<file path="src/rtl/vga_ctrl_pkg.sv">
`default_nettype none
// ============================================================================
//  Module   : vga_ctrl_pkg
//  Brief    : Shared types and constants for the VGA driver control logic.
//             Holds the level_pulse_gen state encoding and the default
//             synchroniser depth used by the async inputs.
//  Revision : 1.0  initial release
// ============================================================================
package vga_ctrl_pkg;

    // Default depth of the flop synchronisers on asynchronous inputs
    localparam int DEFAULT_SYNC_STAGES = 2;

    // Debounce FSM: two stable states plus one confirm state per direction
    typedef enum logic [1:0] {
        S_LOW      = 2'd0,
        S_RISE_CHK = 2'd1,
        S_HIGH     = 2'd2,
        S_FALL_CHK = 2'd3
    } lpg_state_t;

endpackage : vga_ctrl_pkg
`default_nettype wire

</file>
<file path="src/rtl/sync_ff.sv">
`default_nettype none
// ============================================================================
//  Module   : sync_ff
//  Brief    : N-stage flop synchroniser for a single asynchronous bit.
//             All stages clear to 0 on reset. Output is the last stage.
//  Revision : 1.0  initial release
// ============================================================================
module sync_ff #(
    parameter int STAGES = 2
) (
    input  logic clk,
    input  logic reset,
    input  logic d,
    output logic q
);

    logic [STAGES-1:0] r_chain;

    // Shift the raw input through the synchroniser chain
    always_ff @(posedge clk) begin
        if (reset) begin
            r_chain <= '0;
        end else begin
            r_chain <= {r_chain[STAGES-2:0], d};
        end
    end

    assign q = r_chain[STAGES-1];

endmodule : sync_ff
`default_nettype wire

</file>
<file path="src/rtl/level_pulse_gen.sv">
`default_nettype none
// ============================================================================
//  Module   : level_pulse_gen
//  Brief    : Synchronises and debounces one asynchronous level, producing a
//             registered debounced level plus one-cycle rise/fall pulses on
//             each confirmed edge. busy flags an edge under confirmation.
//  Revision : 1.0  initial release
// ============================================================================
module level_pulse_gen
    import vga_ctrl_pkg::*;
#(
    parameter int SYNC_STAGES     = DEFAULT_SYNC_STAGES,
    parameter int DEBOUNCE_CYCLES = 4
) (
    input  logic clk,
    input  logic reset,
    input  logic level_in,
    input  logic enable,
    output logic level_out,
    output logic rise_pulse,
    output logic fall_pulse,
    output logic busy
);

    localparam int CNT_W = $clog2(DEBOUNCE_CYCLES + 1);

    // Count value at which the final confirming sample is taken
    localparam logic [CNT_W-1:0] c_cnt_last = CNT_W'(DEBOUNCE_CYCLES - 1);
    localparam logic [CNT_W-1:0] c_cnt_one  = CNT_W'(1);

    logic             w_sync;

    lpg_state_t       r_state;
    lpg_state_t       w_state_nxt;
    logic [CNT_W-1:0] r_cnt;
    logic [CNT_W-1:0] w_cnt_nxt;

    logic             r_level;
    logic             r_rise;
    logic             r_fall;
    logic             r_busy;
    logic             w_level_nxt;
    logic             w_rise_nxt;
    logic             w_fall_nxt;
    logic             w_busy_nxt;

    // Synchroniser runs independently of enable so the sampled level is
    // always current when detection is re-enabled.
    sync_ff #(
        .STAGES (SYNC_STAGES)
    ) u_sync (
        .clk   (clk),
        .reset (reset),
        .d     (level_in),
        .q     (w_sync)
    );

    // Next-state, counter and registered-output decode
    always_comb begin
        w_state_nxt = r_state;
        w_cnt_nxt   = r_cnt;
        w_level_nxt = r_level;
        w_rise_nxt  = 1'b0;
        w_fall_nxt  = 1'b0;

        case (r_state)
            S_LOW: begin
                if (enable && w_sync) begin
                    if (DEBOUNCE_CYCLES == 1) begin
                        // Single-sample debounce: first sample confirms
                        w_state_nxt = S_HIGH;
                        w_level_nxt = 1'b1;
                        w_rise_nxt  = 1'b1;
                        w_cnt_nxt   = '0;
                    end else begin
                        w_state_nxt = S_RISE_CHK;
                        w_cnt_nxt   = c_cnt_one;
                    end
                end
            end

            S_RISE_CHK: begin
                if (!enable || !w_sync) begin
                    // Disabled or glitch: abandon the edge silently
                    w_state_nxt = S_LOW;
                    w_cnt_nxt   = '0;
                end else if (r_cnt == c_cnt_last) begin
                    w_state_nxt = S_HIGH;
                    w_level_nxt = 1'b1;
                    w_rise_nxt  = 1'b1;
                    w_cnt_nxt   = '0;
                end else if (r_cnt < c_cnt_last) begin
                    w_cnt_nxt   = r_cnt + c_cnt_one;
                end
            end

            S_HIGH: begin
                if (enable && !w_sync) begin
                    if (DEBOUNCE_CYCLES == 1) begin
                        w_state_nxt = S_LOW;
                        w_level_nxt = 1'b0;
                        w_fall_nxt  = 1'b1;
                        w_cnt_nxt   = '0;
                    end else begin
                        w_state_nxt = S_FALL_CHK;
                        w_cnt_nxt   = c_cnt_one;
                    end
                end
            end

            S_FALL_CHK: begin
                if (!enable || w_sync) begin
                    w_state_nxt = S_HIGH;
                    w_cnt_nxt   = '0;
                end else if (r_cnt == c_cnt_last) begin
                    w_state_nxt = S_LOW;
                    w_level_nxt = 1'b0;
                    w_fall_nxt  = 1'b1;
                    w_cnt_nxt   = '0;
                end else if (r_cnt < c_cnt_last) begin
                    w_cnt_nxt   = r_cnt + c_cnt_one;
                end
            end

            default: begin
                w_state_nxt = S_LOW;
                w_cnt_nxt   = '0;
            end
        endcase

        // busy is registered from the next state so it tracks r_state exactly
        w_busy_nxt = (w_state_nxt == S_RISE_CHK) || (w_state_nxt == S_FALL_CHK);
    end

    // FSM state and debounce counter
    always_ff @(posedge clk) begin
        if (reset) begin
            r_state <= S_LOW;
            r_cnt   <= '0;
        end else begin
            r_state <= w_state_nxt;
            r_cnt   <= w_cnt_nxt;
        end
    end

    // Registered outputs
    always_ff @(posedge clk) begin
        if (reset) begin
            r_level <= 1'b0;
            r_rise  <= 1'b0;
            r_fall  <= 1'b0;
            r_busy  <= 1'b0;
        end else begin
            r_level <= w_level_nxt;
            r_rise  <= w_rise_nxt;
            r_fall  <= w_fall_nxt;
            r_busy  <= w_busy_nxt;
        end
    end

    assign level_out  = r_level;
    assign rise_pulse = r_rise;
    assign fall_pulse = r_fall;
    assign busy       = r_busy;

endmodule : level_pulse_gen
`default_nettype wire
</file>
<file path="config.mk">
export PLATFORM = sky130hd
export DESIGN_NAME = level_pulse_gen
export DESIGN_NICKNAME = d
export VERILOG_FILES = /design/src/rtl/vga_ctrl_pkg.sv /design/src/rtl/sync_ff.sv /design/src/rtl/level_pulse_gen.sv
export SDC_FILE = /design/constraint.sdc
export NUM_CORES = 1
export LEC_CHECK = 0
export ABC_AREA = 1
export CORE_AREA = 2 2 39 41
export DETAILED_ROUTE_END_ITERATION = 12
export DIE_AREA = 0 0 41 43
export SETUP_SLACK_MARGIN = 0.5
export SLEW_MARGIN = 20
export SYNTH_ARGS = -nofsm -noshare
export SYNTH_HDL_FRONTEND = slang
export SYNTH_SLANG_ARGS = --single-unit
</file>
<file path="constraint.sdc">
create_clock -name clk -period 1.2 [get_ports clk]
set_input_delay 0.12 -clock clk [delete_from_list [all_inputs] [get_ports clk]]
set_output_delay 0.12 -clock clk [all_outputs]
set_load 0.1 [all_outputs]
</file>
==> results by group, run 1 <==
Critical path
  • Largest stage delay on the critical path: 0.36 ns
  • Family with the most delay on the worst path: flip-flops
  • FF-to-FF path depth: 7
  • CP Cell Sequence: ha_4 -> ha_4 -> nand2_2 -> inv_2 -> nor2_2 -> nand3_2 -> nor2_2
  • Arr. time, crit path: 1.33 ns
  • Reg-to-Reg Start: r_cnt[0]
  • Req. time, crit path: 1.41 ns
  • Worst reg2reg endpoint: r_cnt[2]
  • Bufs and invs on worst path: 1
  • Reg2reg setup slack: 0.08 ns
  • Crit path to: r_cnt[2]
  • Worst Path Max Fanout: 5
  • Worst setup startpoint: r_cnt[0]
  • Kind of end point of the critical path: flip-flop
  • Critical path's slowest cell: dfxtp_4
  • CP Depth: 7
  • CP Launch Type: flip-flop
  • Critical setup path kind: reg -> reg

Pwr
  • P_int: 486 uW
  • P_leak: 0.344 nW
  • Psw: 153 uW
  • Max IR drop VDD: 0.580 mV
  • Sw Share: 0.240
  • Share of power burned in registers: 0.525
  • PwrDens: 842 nW/um^2
  • Clock power share: 0.379
  • Power share of the combinational group: 0.096

Finish
  • Reg area: 220 sq um
  • Layout fillers: 121
  • Fin area: 759 sq um
  • Most common cell after layout, fill and taps aside: nand2_1
  • Final Util: 0.549
  • Most frequent cells in the layout: 18 x nand2_1, 7 x inv_1, 7 x nor2_1, 5 x inv_2, 5 x dfxtp_4
  • Post-route insts no fill: 102
  • Multi-input logic area: 295 sq um
  • Share of cells above drive strength 1: 0.442
  • Fin nets: 93
  • N_diodes: 0
  • Area growth syn-to-layout: 52.5%

Timing
  • Slew Limit Fails: 0
  • Fin. Hold Viols: 0
  • RSZ-0062 raised after global routing: yes
  • Post-layout min period: 1.12 ns
  • Rel. slew slack: 0.779
  • Final setup viols: 0
  • Worst clock skew: 0.00535 ns
  • Period utilization: 0.933
  • Worst slew pin tran: 0.331 ns
  • Setup TNS: 0 ns
  • Max Freq: 0.893 GHz

Clock network
  • Cell chosen for the clock root: clkbuf_4
  • CTS Buf Count: 3
  • Sink Count: 10
  • Clock Latency Late Sink: 0.27 ns
  • CTS Hold Buffers Added: 0
  • CTS tree: built
  • CTS Buffer Depth: 2
  • H-tree lvl count: 1
  • Worst-path clk slew: 0.06 ns

Detailed routing
  • DRC viols: 0
  • Post-DR vias/cell: 4.57
  • Starting DRT DRC Count: 7
  • Post-route ant nets: 0
  • Routed wire length: 915 microns
  • Via count: 466
  • DR pass1 iterations: 4
  • Wire per inst: 8.97 microns

Floorplanning
  • DIE HEIGHT: 43 microns
  • Rows: 14
  • IO Pins: 8
  • Initial Util: 0.360
  • Die width: 41 microns
  • Total die area: 1760 sq um
  • Core area: 1380 sq um

Global routing
  • Vias in the first global route: 391
  • Grt total ovfl: 0
  • Initial antenna violation count: 0
  • GRT Total Usage: 0.129
  • First-pass GRT wire length: 1470 microns
  • GRT met1 Usage: 0.151
  • Grt met2 use: 0.191
  • Largest net degree at the start of global routing: 8
  • Met3 global-route usage: 0.0471
  • Gr busiest metal: met2

Placed design
  • HPWL after DPL: 699 microns
  • Dpl cell area: 676 sq um
  • Final Wtd Congestion: 0.755
  • Post-Place Cells: 95
  • PortBufs: 7

Status
  • Outcome: finished clean

Synthesis
  • Post-synthesis sequential area ratio: 0.402
  • Synth area leaders: dfxtp_1 40%, nand2_1 15%, inv_1 7.5%, nor2_1 6.0%, ha_1 5.0%
  • Synth top area share: 0.402
  • Syn Area/Cell: 6.92 sq um
  • Synth area leader: dfxtp_1
  • Number of synthesized register bits: 10
  • Synth warn: 0
  • Post-Syn Nets: 78
  • Cells after Synth: 72
  • Netlist cell types: 19
  • Mapped Area: 498 sq um

Job
  • Max_cap viols: 0

Worst hold path
  • Worst Hold Class: in -> reg
synth_stat cells, drive strengths merged:
library cell	number
nand3	5
nor4	1
ha	2
clkbuf	1
nor2	9
nand2	22
inv	13
nor3	2
a21oi	4
o21ai	2
dfxtp	10
nand4	1
per-layer routing:
metal / wire length (microns) / part of all wire / up-vias
li1: - / - / 252
met1: 424 / 0.46 / 205
met2: 434 / 0.47 / 7
met3: 32 / 0.035 / 2
met4: 23 / 0.025 / 0
met5: 0 / 0 / -
state kept, by name, summed over array words and instances, names as in the netlist:
| register | count |
|---|---|
| r_cnt | 3 |
| u_sync.r_chain | 2 |
| busy | 1 |
| fall_pulse | 1 |
| level_out | 1 |
| r_state | 1 |
| rise_pulse | 1 |
stage by stage:
stage | worst slack [ns] | hold WS, ns | total power, mW
2_1_floorplan | 0.128 | 0.227 | 0.381
3_3_place_gp | -0.0344 | 0.394 | 0.401
4_1_cts | 0.0571 | 0.378 | 0.647
6_report | 0.0806 | 0.200 | 0.639
3_5_place_dp | -0.0444 | 0.395 | 0.402
5_1_grt | 0.0244 | 0.212 | 0.678
how the worst min path moves through the flow:
stage / endpoint / cells past startpoint / slack, ns / start
6_report: r_cnt[0] / 2 / 0.20 / reset
5_1_grt: r_cnt[0] / 2 / 0.21 / reset
4_1_cts: u_sync.r_chain[0] / 3 / 0.38 / level_in
3_5_place_dp: u_sync.r_chain[1] / 2 / 0.40 / u_sync.r_chain[0]
3_3_place_gp: u_sync.r_chain[1] / 2 / 0.39 / u_sync.r_chain[0]
2_1_floorplan: u_sync.r_chain[0] / 2 / 0.23 / level_in
power groups by stage:
stage                     clock network, mW  registers, mW  logic (mW)
after floorplan                           0          0.347      0.0335
after global placement                    0          0.345      0.0566
after detailed placement                  0          0.345      0.0570
after CTS                             0.251          0.335      0.0606
after global routing                  0.273          0.336      0.0685
final                                 0.242          0.335      0.0613
final cells by class:
type,instances,area share
Clock buffer,4,0.0346
Tap cell,16,0.0264
Multi-Input combinational cell,48,0.389
Timing Repair Buffer,11,0.193
Sequential cell,10,0.290
Inverter,13,0.0675
logic make-up (layout without fill, tap and decap cells):
group / count (synthesis) / in the layout / share of synthesized area
DFF: 10 / 10 / 0.402
buffers and inverters: 14 / 28 / 0.106
AOI/OAI and AO/OA: 6 / 6 / 0.0678
adders and majority gates: 2 / 2 / 0.0502
and+or+nand+nor: 40 / 40 / 0.374
timing repair:
action / CTS / global route
gates cloned: 0 / 0
endpoints found under the setup margin: 12 / 14
buffers inserted: 3 / 0
pin swaps: 2 / 1
gates resized for setup: 9 / 6
Power figures use the tool's default switching activity.
==> inputs of run 2 (changes only) <==
CORE_AREA = not set   (was 2 2 39 41)
CORE_MARGIN = 2   (was not set)
CORE_UTILIZATION = 25   (was not set)
DIE_AREA = not set   (was 0 0 41 43)
HOLD_SLACK_MARGIN = 0.1   (was not set)
==> run 2 against run 1 <==
  * Clock-buffer cell count decreased by 1
  * Die area grew 34%
  * Largest power group unchanged
  * Largest cell class unchanged
  * Critical path depth is 1 lower
  * Clock skew fell by 0.0025 ns
  * Hold slack better by 0.028 ns
  * Register-to-register slack barely moved
  * Total power fell by 1.0%
==> results by group, run 2 (synthesized netlist as in run 1, its figures left out) <==
Finish
  • Share of cells above drive strength 1: 0.442 (unchanged)
  • Fin nets: 94 (+1.1%)
  • Most frequent cells in the layout: 18 x nand2_1, 7 x inv_1, 7 x nor2_1, 5 x inv_2, 5 x dfxtp_4
  • Largest regs: r_cnt: 3 flops, u_sync.r_chain: 2 flops
  • Most common cell after layout, fill and taps aside: nand2_1
  • Top reg by flops: r_cnt
  • Area growth syn-to-layout: 55.3%
  • N_diodes: 0 (unchanged)
  • Post-route insts no fill: 113 (+11%)
  • Layout fillers: 209 (+73%)
  • Number of flip-flops in the largest register: 3 (unchanged)

Critical path
  • Critical setup path kind: reg -> reg
  • Req. time, crit path: 1.40 ns (about the same)
  • Arr. time, crit path: 1.31 ns (-0.02 ns)
  • Kind of end point of the critical path: flip-flop
  • CP Launch Type: flip-flop
  • Reg-to-Reg Start: r_cnt[1]
  • Worst Path Max Fanout: 4 (-1)
  • Worst setup startpoint: r_cnt[1]

Timing
  • Slew Limit Fails: 0 (unchanged)
  • Worst hold slack: 0.228 ns (+0.0278 ns)
  • Max Freq: 0.895 GHz (+0.23%)
  • Fin. Hold Viols: 0 (unchanged)
  • Worst clock skew: 0.00282 ns (-0.00253 ns)
  • Period utilization: 0.931 (-0.00213)
  • Worst slew pin tran: 0.333 ns (+0.00207 ns)
  • RSZ-0062 raised after global routing: yes
  • Final setup viols: 0 (unchanged)
  • Rel. slew slack: 0.777 (-0.00138)
  • Post-layout min period: 1.12 ns (-0.00256 ns)

Pwr
  • Tot Pwr: 633 uW (-1.0%)
  • P_leak: 0.348 nW (+1.3%)
  • Max IR drop VDD: 0.356 mV (-39%)
  • PwrDens: 818 nW/um^2 (-2.8%)

Global routing
  • GRT Total Usage: 0.101 (-0.0286)
  • First-pass GRT wire length: 1770 microns (+21%)
  • Largest net degree at the start of global routing: 9 (+1)
  • Initial antenna violation count: 0 (unchanged)
  • Grt total ovfl: 0 (unchanged)
  • Vias in the first global route: 466 (+19%)

Detailed routing
  • Routed wire length: 1050 microns (+15%)
  • DRC viols: 0 (unchanged)
  • Post-DR vias/cell: 4.40 (-3.7%)
  • Met2 wire length: 567 microns (+31%)
  • Met3 WL: 34 microns (+6.3%)
  • Via count: 497 (+6.7%)
  • Starting DRT DRC Count: 11 (+4)
  • DR pass1 iterations: 4 (unchanged)
  • DR top layer: met4
  • Metal-1 WL: 423 microns (-0.24%)
  • Wire per inst: 9.28 microns (+3.5%)
  • Post-route ant nets: 0 (unchanged)

Clock network
  • CTS Hold Buffers Added: 0 (unchanged)
  • Cell chosen for the clock root: clkbuf_4
  • Sink Count: 10 (unchanged)
  • Clock Latency Late Sink: 0.27 ns (about the same)
  • CTS Buf Count: 3 (unchanged)
  • H-tree lvl count: 1 (unchanged)
  • CTS Buffer Depth: 2 (unchanged)
  • Worst-path clk slew: 0.06 ns (about the same)
  • CTS tree: built

Worst hold path
  • Worst Hold Class: in -> reg
  • Worst Hold Launch: reset

Floorplanning
  • Total die area: 2360 sq um (+34%)
  • Die width: 48.6 microns (+19%)
  • DIE HEIGHT: 48.6 microns (+13%)
  • Core area: 1920 sq um (+39%)
  • Rows: 16 (+2)
  • IO Pins: 8 (unchanged)
  • Initial Util: 0.259 (-0.101)

Placed design
  • Post-Place Cells: 107 (+13%)
  • Final Wtd Congestion: 0.780 (+3.3%)
  • HPWL after DPL: 762 microns (+9.0%)
  • PortBufs: 7 (unchanged)

Job
  • Max_cap viols: 0 (unchanged)

Status
  • Outcome: finished clean
run 2: changes by cell type in the layout (fill, tap and decap cells not counted):
cell	change
clkbuf_1	-1
buf_4	+1
a21oi_2	-1
a21oi_1	+1
run 2: area by class of cell:
type / instances / area [sq um] / area share
inverters: 13 / 51.3 / 0.0663
multi-input cells: 48 / 292 / 0.377
well taps: 27 / 33.8 / 0.0437
repair buffers: 12 / 154 / 0.199
flip-flops and latches: 10 / 220 / 0.285
clock buffers: 3 / 22.5 / 0.0291
run 2: final timing paths:
check	cells after the start	to	slack [ns]
worst min-delay path	2	level_out	0.23
worst max register to register	6	level_out	0.08
worst max-delay path	6	level_out	0.08
worst min register to register	2	u_sync.r_chain[1]	0.41
run 2: per-stage QoR:
step / setup WS (ns) / area, sq um / TNS [ns] / utilization
6_report: 0.0831 / 773 / 0 / 0.402
2_1_floorplan: 0.128 / 542 / 0 / -
3_3_place_gp: -0.0443 / 697 / -0.108 / 0.363
5_1_grt: 0.0168 / 773 / 0 / 0.402
4_1_cts: 0.0548 / 741 / 0 / 0.385
3_5_place_dp: -0.0687 / 697 / -0.212 / 0.363
run 2: timing repair:
action / CTS / global route
endpoints found under the setup margin: 12 / 14
pin swaps: 6 / 12
resized for setup: 8 / 6
buffers inserted: 1 / 2
run 2: report_power, final:
| part | total, mW | internal [mW] | switching (mW) |
|---|---|---|---|
| clock | 0.232 | 0.116 | 0.116 |
| sequential | 0.336 | 0.329 | 0.00660 |
| combinational | 0.0651 | 0.0303 | 0.0348 |
run 2: worst max-delay path, stage by stage (launching register included):
cell	delay [ns]
dfxtp_4	0.35
ha_4	0.16
ha_4	0.17
buf_6	0.12
nand4_1	0.07
nand2_1	0.06
a21oi_1	0.12
run 2: routing by layer:
layer  global-route usage  vias to the layer above
met4                0.100                        0
met5                    0                        -
met3               0.0185                        3
met2                0.178                       11
li1                     -                      253
met1               0.0956                      230
